`config.mk`:
```
export PLATFORM = sky130hd
export DESIGN_NAME = ps2_rx_fifo
export DESIGN_NICKNAME = d
export VERILOG_FILES = /design/src/rtl/ps2_rx_fifo.sv
export SDC_FILE = /design/constraint.sdc
export NUM_CORES = 1
export LEC_CHECK = 0
export ABC_AREA = 1
export CAP_MARGIN = 20
export CORE_UTILIZATION = 50
export CTS_CLUSTER_SIZE = 10
export DETAILED_ROUTE_END_ITERATION = 10
export PLACE_DENSITY = 0.67
export SETUP_SLACK_MARGIN = 0.1
export SYNTH_ARGS = -nofsm -noshare
export SYNTH_HDL_FRONTEND = slang
export SYNTH_SLANG_ARGS = --single-unit
```
`constraint.sdc`:
```
create_clock -name clk -period 2.5 [get_ports clk]
set_input_delay 0.625 -clock clk [delete_from_list [all_inputs] [get_ports clk]]
set_output_delay 0.625 -clock clk [all_outputs]
set_load 0.02 [all_outputs]
```
`src/rtl/ps2_rx_fifo.sv`:
```
// PS/2 device-to-host receiver: synchronizer, clock glitch filter, frame FSM
// with parity/stop/timeout checks, and a small scan-code FIFO with read handshake.
module ps2_rx_fifo #(
  parameter int FILTER_LEN     = 8,
  parameter int TIMEOUT_CYCLES = 14000,
  parameter int FIFO_AW        = 3
) (
  input  logic       clk,
  input  logic       reset,
  input  logic       ps2_clk_i,
  input  logic       ps2_data_i,
  output logic [7:0] rx_scan_code,
  output logic       rx_data_ready,
  input  logic       rx_read,
  output logic       rx_parity_err,
  output logic       rx_frame_err,
  output logic       rx_overflow
);

  localparam int DEPTH = 2 ** FIFO_AW;
  localparam int CW    = FIFO_AW + 1;
  localparam int FW    = (FILTER_LEN > 2) ? $clog2(FILTER_LEN) : 1;
  localparam int TW    = $clog2(TIMEOUT_CYCLES + 1);

  typedef enum logic [1:0] {
    IDLE   = 2'd0,
    DATA   = 2'd1,
    PARITY = 2'd2,
    STOP   = 2'd3
  } state_t;

  // Odd parity over the 8 data bits plus the parity bit.
  function automatic logic odd_parity_ok(input logic [7:0] d, input logic p);
    return ^{d, p};
  endfunction

  logic          clk_meta, clk_sync, data_meta, data_sync;
  logic          filt_level, fe;
  logic [FW-1:0] filt_cnt;
  state_t        state;
  logic [2:0]    bit_cnt;
  logic [7:0]    shreg;
  logic          par_bit;
  logic [TW-1:0] tmo_cnt;
  logic          push_req;

  logic [7:0]         mem [DEPTH];
  logic [FIFO_AW-1:0] wr_ptr, rd_ptr;
  logic [CW-1:0]      count, count_next;
  logic               pop_ok, push_ok;

  // Two-flop synchronizers, reset to the idle-high bus level.
  always_ff @(posedge clk) begin
    if (reset) begin
      clk_meta  <= 1'b1;
      clk_sync  <= 1'b1;
      data_meta <= 1'b1;
      data_sync <= 1'b1;
    end else begin
      clk_meta  <= ps2_clk_i;
      clk_sync  <= clk_meta;
      data_meta <= ps2_data_i;
      data_sync <= data_meta;
    end
  end

  // Clock glitch filter: level flips only after FILTER_LEN disagreeing samples in a row.
  always_ff @(posedge clk) begin
    if (reset) begin
      filt_level <= 1'b1;
      filt_cnt   <= '0;
      fe         <= 1'b0;
    end else begin
      fe <= 1'b0;
      if (clk_sync == filt_level) begin
        filt_cnt <= '0;
      end else if (filt_cnt == FW'(FILTER_LEN - 1)) begin
        filt_level <= clk_sync;
        filt_cnt   <= '0;
        fe         <= filt_level;
      end else begin
        filt_cnt <= filt_cnt + 1'b1;
      end
    end
  end

  // Frame FSM; shreg stays stable after STOP so it doubles as the push data.
  always_ff @(posedge clk) begin
    if (reset) begin
      state         <= IDLE;
      bit_cnt       <= 3'd0;
      shreg         <= 8'h00;
      par_bit       <= 1'b0;
      tmo_cnt       <= '0;
      push_req      <= 1'b0;
      rx_parity_err <= 1'b0;
      rx_frame_err  <= 1'b0;
    end else begin
      push_req      <= 1'b0;
      rx_parity_err <= 1'b0;
      rx_frame_err  <= 1'b0;
      if (state == IDLE || fe) begin
        tmo_cnt <= '0;
      end else begin
        tmo_cnt <= tmo_cnt + 1'b1;
      end
      if (state != IDLE && !fe && tmo_cnt == TW'(TIMEOUT_CYCLES - 1)) begin
        rx_frame_err <= 1'b1;
        state        <= IDLE;
      end else if (fe) begin
        case (state)
          IDLE: begin
            if (!data_sync) begin
              state   <= DATA;
              bit_cnt <= 3'd0;
            end else begin
              state <= IDLE;
            end
          end
          DATA: begin
            shreg[bit_cnt] <= data_sync;
            if (bit_cnt == 3'd7) begin
              state <= PARITY;
            end else begin
              bit_cnt <= bit_cnt + 3'd1;
            end
          end
          PARITY: begin
            par_bit <= data_sync;
            state   <= STOP;
          end
          STOP: begin
            if (!data_sync) begin
              rx_frame_err <= 1'b1;
            end else if (odd_parity_ok(shreg, par_bit)) begin
              push_req <= 1'b1;
            end else begin
              rx_parity_err <= 1'b1;
            end
            state <= IDLE;
          end
          default: state <= IDLE;
        endcase
      end else begin
        state <= state;
      end
    end
  end

  // A pop on an empty FIFO is ignored; a full FIFO may still accept a push if a pop lands alongside.
  always_comb begin
    pop_ok     = rx_read && (count != '0);
    push_ok    = push_req && ((count < CW'(DEPTH)) || pop_ok);
    count_next = count;
    case ({push_ok, pop_ok})
      2'b10:   count_next = count + 1'b1;
      2'b01:   count_next = count - 1'b1;
      default: count_next = count;
    endcase
  end

  // Storage array carries no reset; pointers and count define validity.
  always_ff @(posedge clk) begin
    if (push_ok) begin
      mem[wr_ptr] <= shreg;
    end
  end

  // FIFO pointers, count, registered read data, ready and overflow pulse.
  always_ff @(posedge clk) begin
    if (reset) begin
      wr_ptr        <= '0;
      rd_ptr        <= '0;
      count         <= '0;
      rx_scan_code  <= 8'h00;
      rx_data_ready <= 1'b0;
      rx_overflow   <= 1'b0;
    end else begin
      rx_overflow   <= push_req && !push_ok;
      count         <= count_next;
      rx_data_ready <= (count_next != '0);
      if (push_ok) begin
        wr_ptr <= wr_ptr + 1'b1;
      end
      if (pop_ok) begin
        rd_ptr       <= rd_ptr + 1'b1;
        rx_scan_code <= mem[rd_ptr];
      end
    end
  end

endmodule

```
# Word level (Yosys, flattened, before mapping)
# Memory sizes are Yosys's and may differ from the RTL's. A register that Yosys moved wholly into a read port is not among the register bits.
# Index checks and enable logic that the tools add are counted.
# op_classes
add_sub_neg	7
n_lt_le_gt_ge	3
n_eq_ne	12
mux	18
n_bitwise	6
reduce_logical	26
# op_table
cell	n
$add 14x1->14 const B	1
$eq 14x14->1 const B	1
$add 3x1->3 const B	4
$mux 1	10
$reduce_xor 9->1	1
$bwmux 8	1
$pmux 2 s4	1
$pmux 4 s2	1
$reduce_bool 4->1	2
$eq 2x2->1 const B	3
$eq 3x3->1 const B	2
$logic_and 1x1->1	6
$mux 3	2
$ne 2x2->1 const B	3
$not 1->1	6
$pmux 3 s2	1
$reduce_and 3->1	2
$reduce_or 3->1	2
$reduce_and 5->1	1
$reduce_or 5->1	1
$add 4x1->4 const B	1
$eq 2x1->1 const B	2
$lt 3x4->1 const B	1
$lt 4x4->1 const B	1
other kinds (11)	16
# totals
ff_bits	52
ramBits	64
input_bits	5
output_inout_bits	12
n_memories	1
# mem_list
memory	depth	word_bits	rd	rd_clocked_by_memory_dff	wr	line_no	source
mem	8	8	1	1	1	47	logic [7:0] mem [DEPTH];

# Logic depth before layout (Yosys ltp)
# depth
word_depth	7
ltp_mapped	16

# Worst setup path before layout
# OpenSTA, ideal clock, no wires.
# synth_path
path_kind	input-to-reg
from	in rx_read
to	reg rx_data_ready
arrival_ns	1.852
setup_slack_ns	0.534
stages	14
path_cell_list	nand2_4 -> nand2_2 -> nand2_4 -> ha_1 -> nand2_1 -> inv_1 -> nor2_1 -> ha_1 -> nand2_1 -> nand2_1 -> inv_1 -> a21oi_1 -> a21oi_1 -> nand2_1
# synth_between
elab_chain_len	6
word_cells_on_any_way	7
cone_classes	2 x eq/ne; 1 x mux; 4 x reduce/logical
# synth_lines
item	line_no	source
start: declaration	14	input logic rx_read,
$logic_and 1x1->1 *	152	pop_ok = rx_read && (count != '0);
$logic_or 1x1->1	153	push_ok = push_req && ((count < CW'(DEPTH)) || pop_ok);
$logic_and 1x1->1	153	
$eq 2x1->1 or $eq 2x2->1 (tied branches)	155	case ({push_ok, pop_ok})
$pmux 4 s2 *	155	
$reduce_bool 4->1 *	181	rx_data_ready <= (count_next != '0);
end signal: assignment	181	
end: declaration	13	output logic rx_data_ready,
# Mark *: on every way between the ends. The rest lies on a longest branch, timed or not.
# A chain may end at the register's enable or synchronous reset.

# Worst setup path after layout
# layout_path
from	reg rx_scan_code[4], read port of mem
to	out rx_scan_code[4]
# layout_lines
item	line_no	source
start: declaration	12	output logic [7:0] rx_scan_code,
# No word-level cell between the ends.

==> results by group <==
Timing
  – Max Slew Vio Count: 0
  – PnR worst setup slack: 0.413 ns
  – Slew of the pin with the lowest slew margin: ~0.56 ns
  – Clk_skew: 0.0110 ns
  – Hold Slack: 0.403 ns
  – Worst rel slew slack: 62.7%
  – Crit path time final: 2.09 ns
  – Final setup viols: 0
  – Period utilization: 83.5%
  – Maximum clock frequency: around 480 MHz
  – Final hold violation count: 0
  – RSZ-0062 raised after global routing: false

Placed design
  – Routability congestion estimate from global placement: roughly 0.82
  – Post-DP HPWL: 7.30 mm
  – Port Buffer Count: 16
  – Place WS: -0.0977 ns

Setup path
  – Worst Path Max Fanout: 2
  – CP cell instances: clkdlybuf4s50_1
  – Req. time, crit path: between 1.5 and 2 ns
  – Max stage delay on crit path: 0.61 ns
  – Crit end category: output pin
  – CP top delay family: buffers and inverters
  – Critical Path AT: 1.46 ns
  – Class of the most critical setup path: register to output pin
  – Startpoint types: register
  – Crit-path slowest cell: clkdlybuf4s50_1
  – Buffers & Inverters on Critical Path: 1

Detailed routing
  – Via count: 4087
  – ANT nets after route: 0
  – Initial DRC count: 263
  – Initial DRT Pass Iterations: 5
  – DRC viols: 0
  – Vias/cell: approximately 5.2
  – Total Wirelength: roughly 11 mm
  – WL/cell: 14.2 um

Pwr
  – Pint: ~4400 uW
  – Peak supply drop: 0.771 mV
  – Clock power share: 41.2%
  – PD cells: 983 nW/um2
  – Combinational share of power: 22.1%
  – Reg power frac: a little under two fifths
  – Sw Pwr: about 1900 uW
  – Sw Ratio: 29.9%
  – Leakage: around 0.0026 uW

GRT
  – Vias in the first global route: 3949
  – First-pass GRT wire length: 18.5 mm
  – Global Route Usage Sum: 21.7%
  – Global route overflow: 0
  – Initial antenna violation count: 0
  – Largest net degree at the start of global routing: 35

Clocking
  – Clock transition at path regs: 0.07 ns
  – Root buf cell: clkbuf_8
  – Clk sinks: roughly 120
  – Max Root-Sink Buffers: 2
  – Post CTS Setup Buffer Count: 0
  – CTS Buf Count: 17
  – Post-cts repair resize count: 0
  – Hold bufs inserted after CTS: 0
  – Clk Latency, worst-skew pair: about 0.52 ns
  – TritonCTS clock tree: done
  – Htree depth: 4

Worst hold path
  – Worst Hold Class: register to register

Synthesis
  – Post-synth cell types: 35
  – Yosys warns: 0
  – Synth Cell Area: 5360 um2
  – Register area share after synthesis: 58.2%
  – Area share of the largest cell type after synthesis: a little over a third
  – #FFs+latches synth: 124
  – Top FF cell, synth: edfxtp_1
  – Top-count cell post-synth: nand2_1
  – Largest area contributor in the netlist: edfxtp_1
  – Synth cell count leaders: nand2_1, edfxtp_1, dfxtp_1
  – Fraction of registers with async set/reset: 0%
  – Post-Syn Nets: 622
  – Post-synth EDFFs: 64
  – Area contributors post-synth: edfxtp_1, dfxtp_1, nand2_1, nor2_1, nand3_1
  – Cell count after synthesis: 603
  – Syn Area/Cell: 8.90 um2

Die
  – Row cnt: 37
  – Initial Utilization: 51.7%
  – # IOs: 17
  – Core Box Area: 10400 um2
  – Vert. Die Dim: 106 um
  – Die width: 106 um
  – Die area: roughly 11000 um2

Finish
  – Multi-input gate area: 1930 um2
  – Share of cells above drive strength 1: 10.0%
  – Register Area: about 3100 um2
  – Layout area overhead: 18.5%
  – Number of diodes: 0
  – Fill count: 870
  – Nets@finish: 655

Status
  – Outcome: finished clean

Job
  – Max_cap viols: 0
[worst paths after layout]
path	from	endpoint	slack (ns)	depth (start not counted)
setup / recovery	rx_scan_code[4]	rx_scan_code[4]	0.41	1
hold / removal	data_meta	data_sync	0.40	1
hold reg to reg	data_meta	data_sync	0.40	1
setup reg to reg	count[3]	rx_data_ready	0.43	15
[placed cells by master, fill, tap and decap left out]
master,Yosys,final
nand2_1,174,174
edfxtp_1,64,64
dfxtp_1,60,60
nor2_1,59,59
inv_1,53,53
nand3_1,42,42
a21oi_1,39,39
o21ai_0,23,23
clkbuf_16,0,18
buf_4,2,17
clkdlybuf4s50_1,0,16
ha_1,14,14
nor3_1,9,9
xor2_1,5,5
or2_2,5,5
a211oi_1,4,4
inv_4,0,4
inv_2,3,3
a311oi_1,3,3
nor4_1,3,3
xnor2_1,3,3
bufinv_16,0,3
nand2_2,2,2
nand2_4,2,2
clkinv_1,2,2
a31oi_1,2,2
nand4_1,2,2
nor2_2,2,2
o21ai_1,2,2
clkbuf_8,0,2
clkinv_2,0,2
inv_6,0,2
or2_4,1,1
a21oi_2,1,1
and2_1,1,1
o211ai_1,1,1
o311a_1,1,1
nand3b_1,1,1
and3_1,1,1
clkinv_4,0,1
[final cells by class]
| class | count | area share [%] |
|---|---|---|
| clock buffer | 20 | 7.52 |
| clock inverter | 12 | 2.38 |
| inverter | 58 | 3.42 |
| multi-input combinational | 402 | 30.3 |
| sequential | 124 | 49.1 |
| tap | 136 | 2.68 |
| timing repair buffer | 33 | 4.53 |
[power by group through the flow]
stage / Clock, uW / Combinational, uW / Sequential, uW
floorplan: 0 / 931 / 2380
global route: 2700 / 1560 / 2310
CTS: 2610 / 1390 / 2290
global placement: 0 / 1350 / 2330
detailed placement: 0 / 1370 / 2330
finish: 2580 / 1380 / 2290
[cells by family (layout without fill, tap and decap cells)]
logic type / count (synthesis) / count (layout) / share of synthesized area [%]
simple gates: 304 / 304 / 23.7
flops: 124 / 124 / 58.2
buf+inv: 77 / 123 / 5.81
compound gates: 76 / 76 / 7.74
fa+ha+maj: 14 / 14 / 3.27
xor+xnor: 8 / 8 / 1.31
[state kept, by name (all words and copies together) (netlist names), 2 cells and up]
register      count
wr_ptr            3
shreg             8
bit_cnt           3
filt_cnt          3
rx_scan_code      8
state             2
count             4
tmo_cnt          14
mem              64
rd_ptr            3
[per-stage QoR]
stage	cell area (um2)	power, uW	std cells	setup TNS [ns]	utilization (%)
CTS	6360	6290	785	0	61.3
finish	6360	6250	785	0	61.3
global route	6360	6560	785	0	61.3
detailed placement	5730	3700	753	-0.133	55.2
global placement	5730	3680	753	-0.0371	55.2
floorplan	5360	3310	603	0	-
[layer usage]
metal | track usage (%) | wire, um
met5 | 0 | 0
met4 | 10.7 | 428
met3 | 5.32 | 545
met2 | 35.8 | 5350
met1 | 26.7 | 4840
Power figures use the tool's default switching activity.
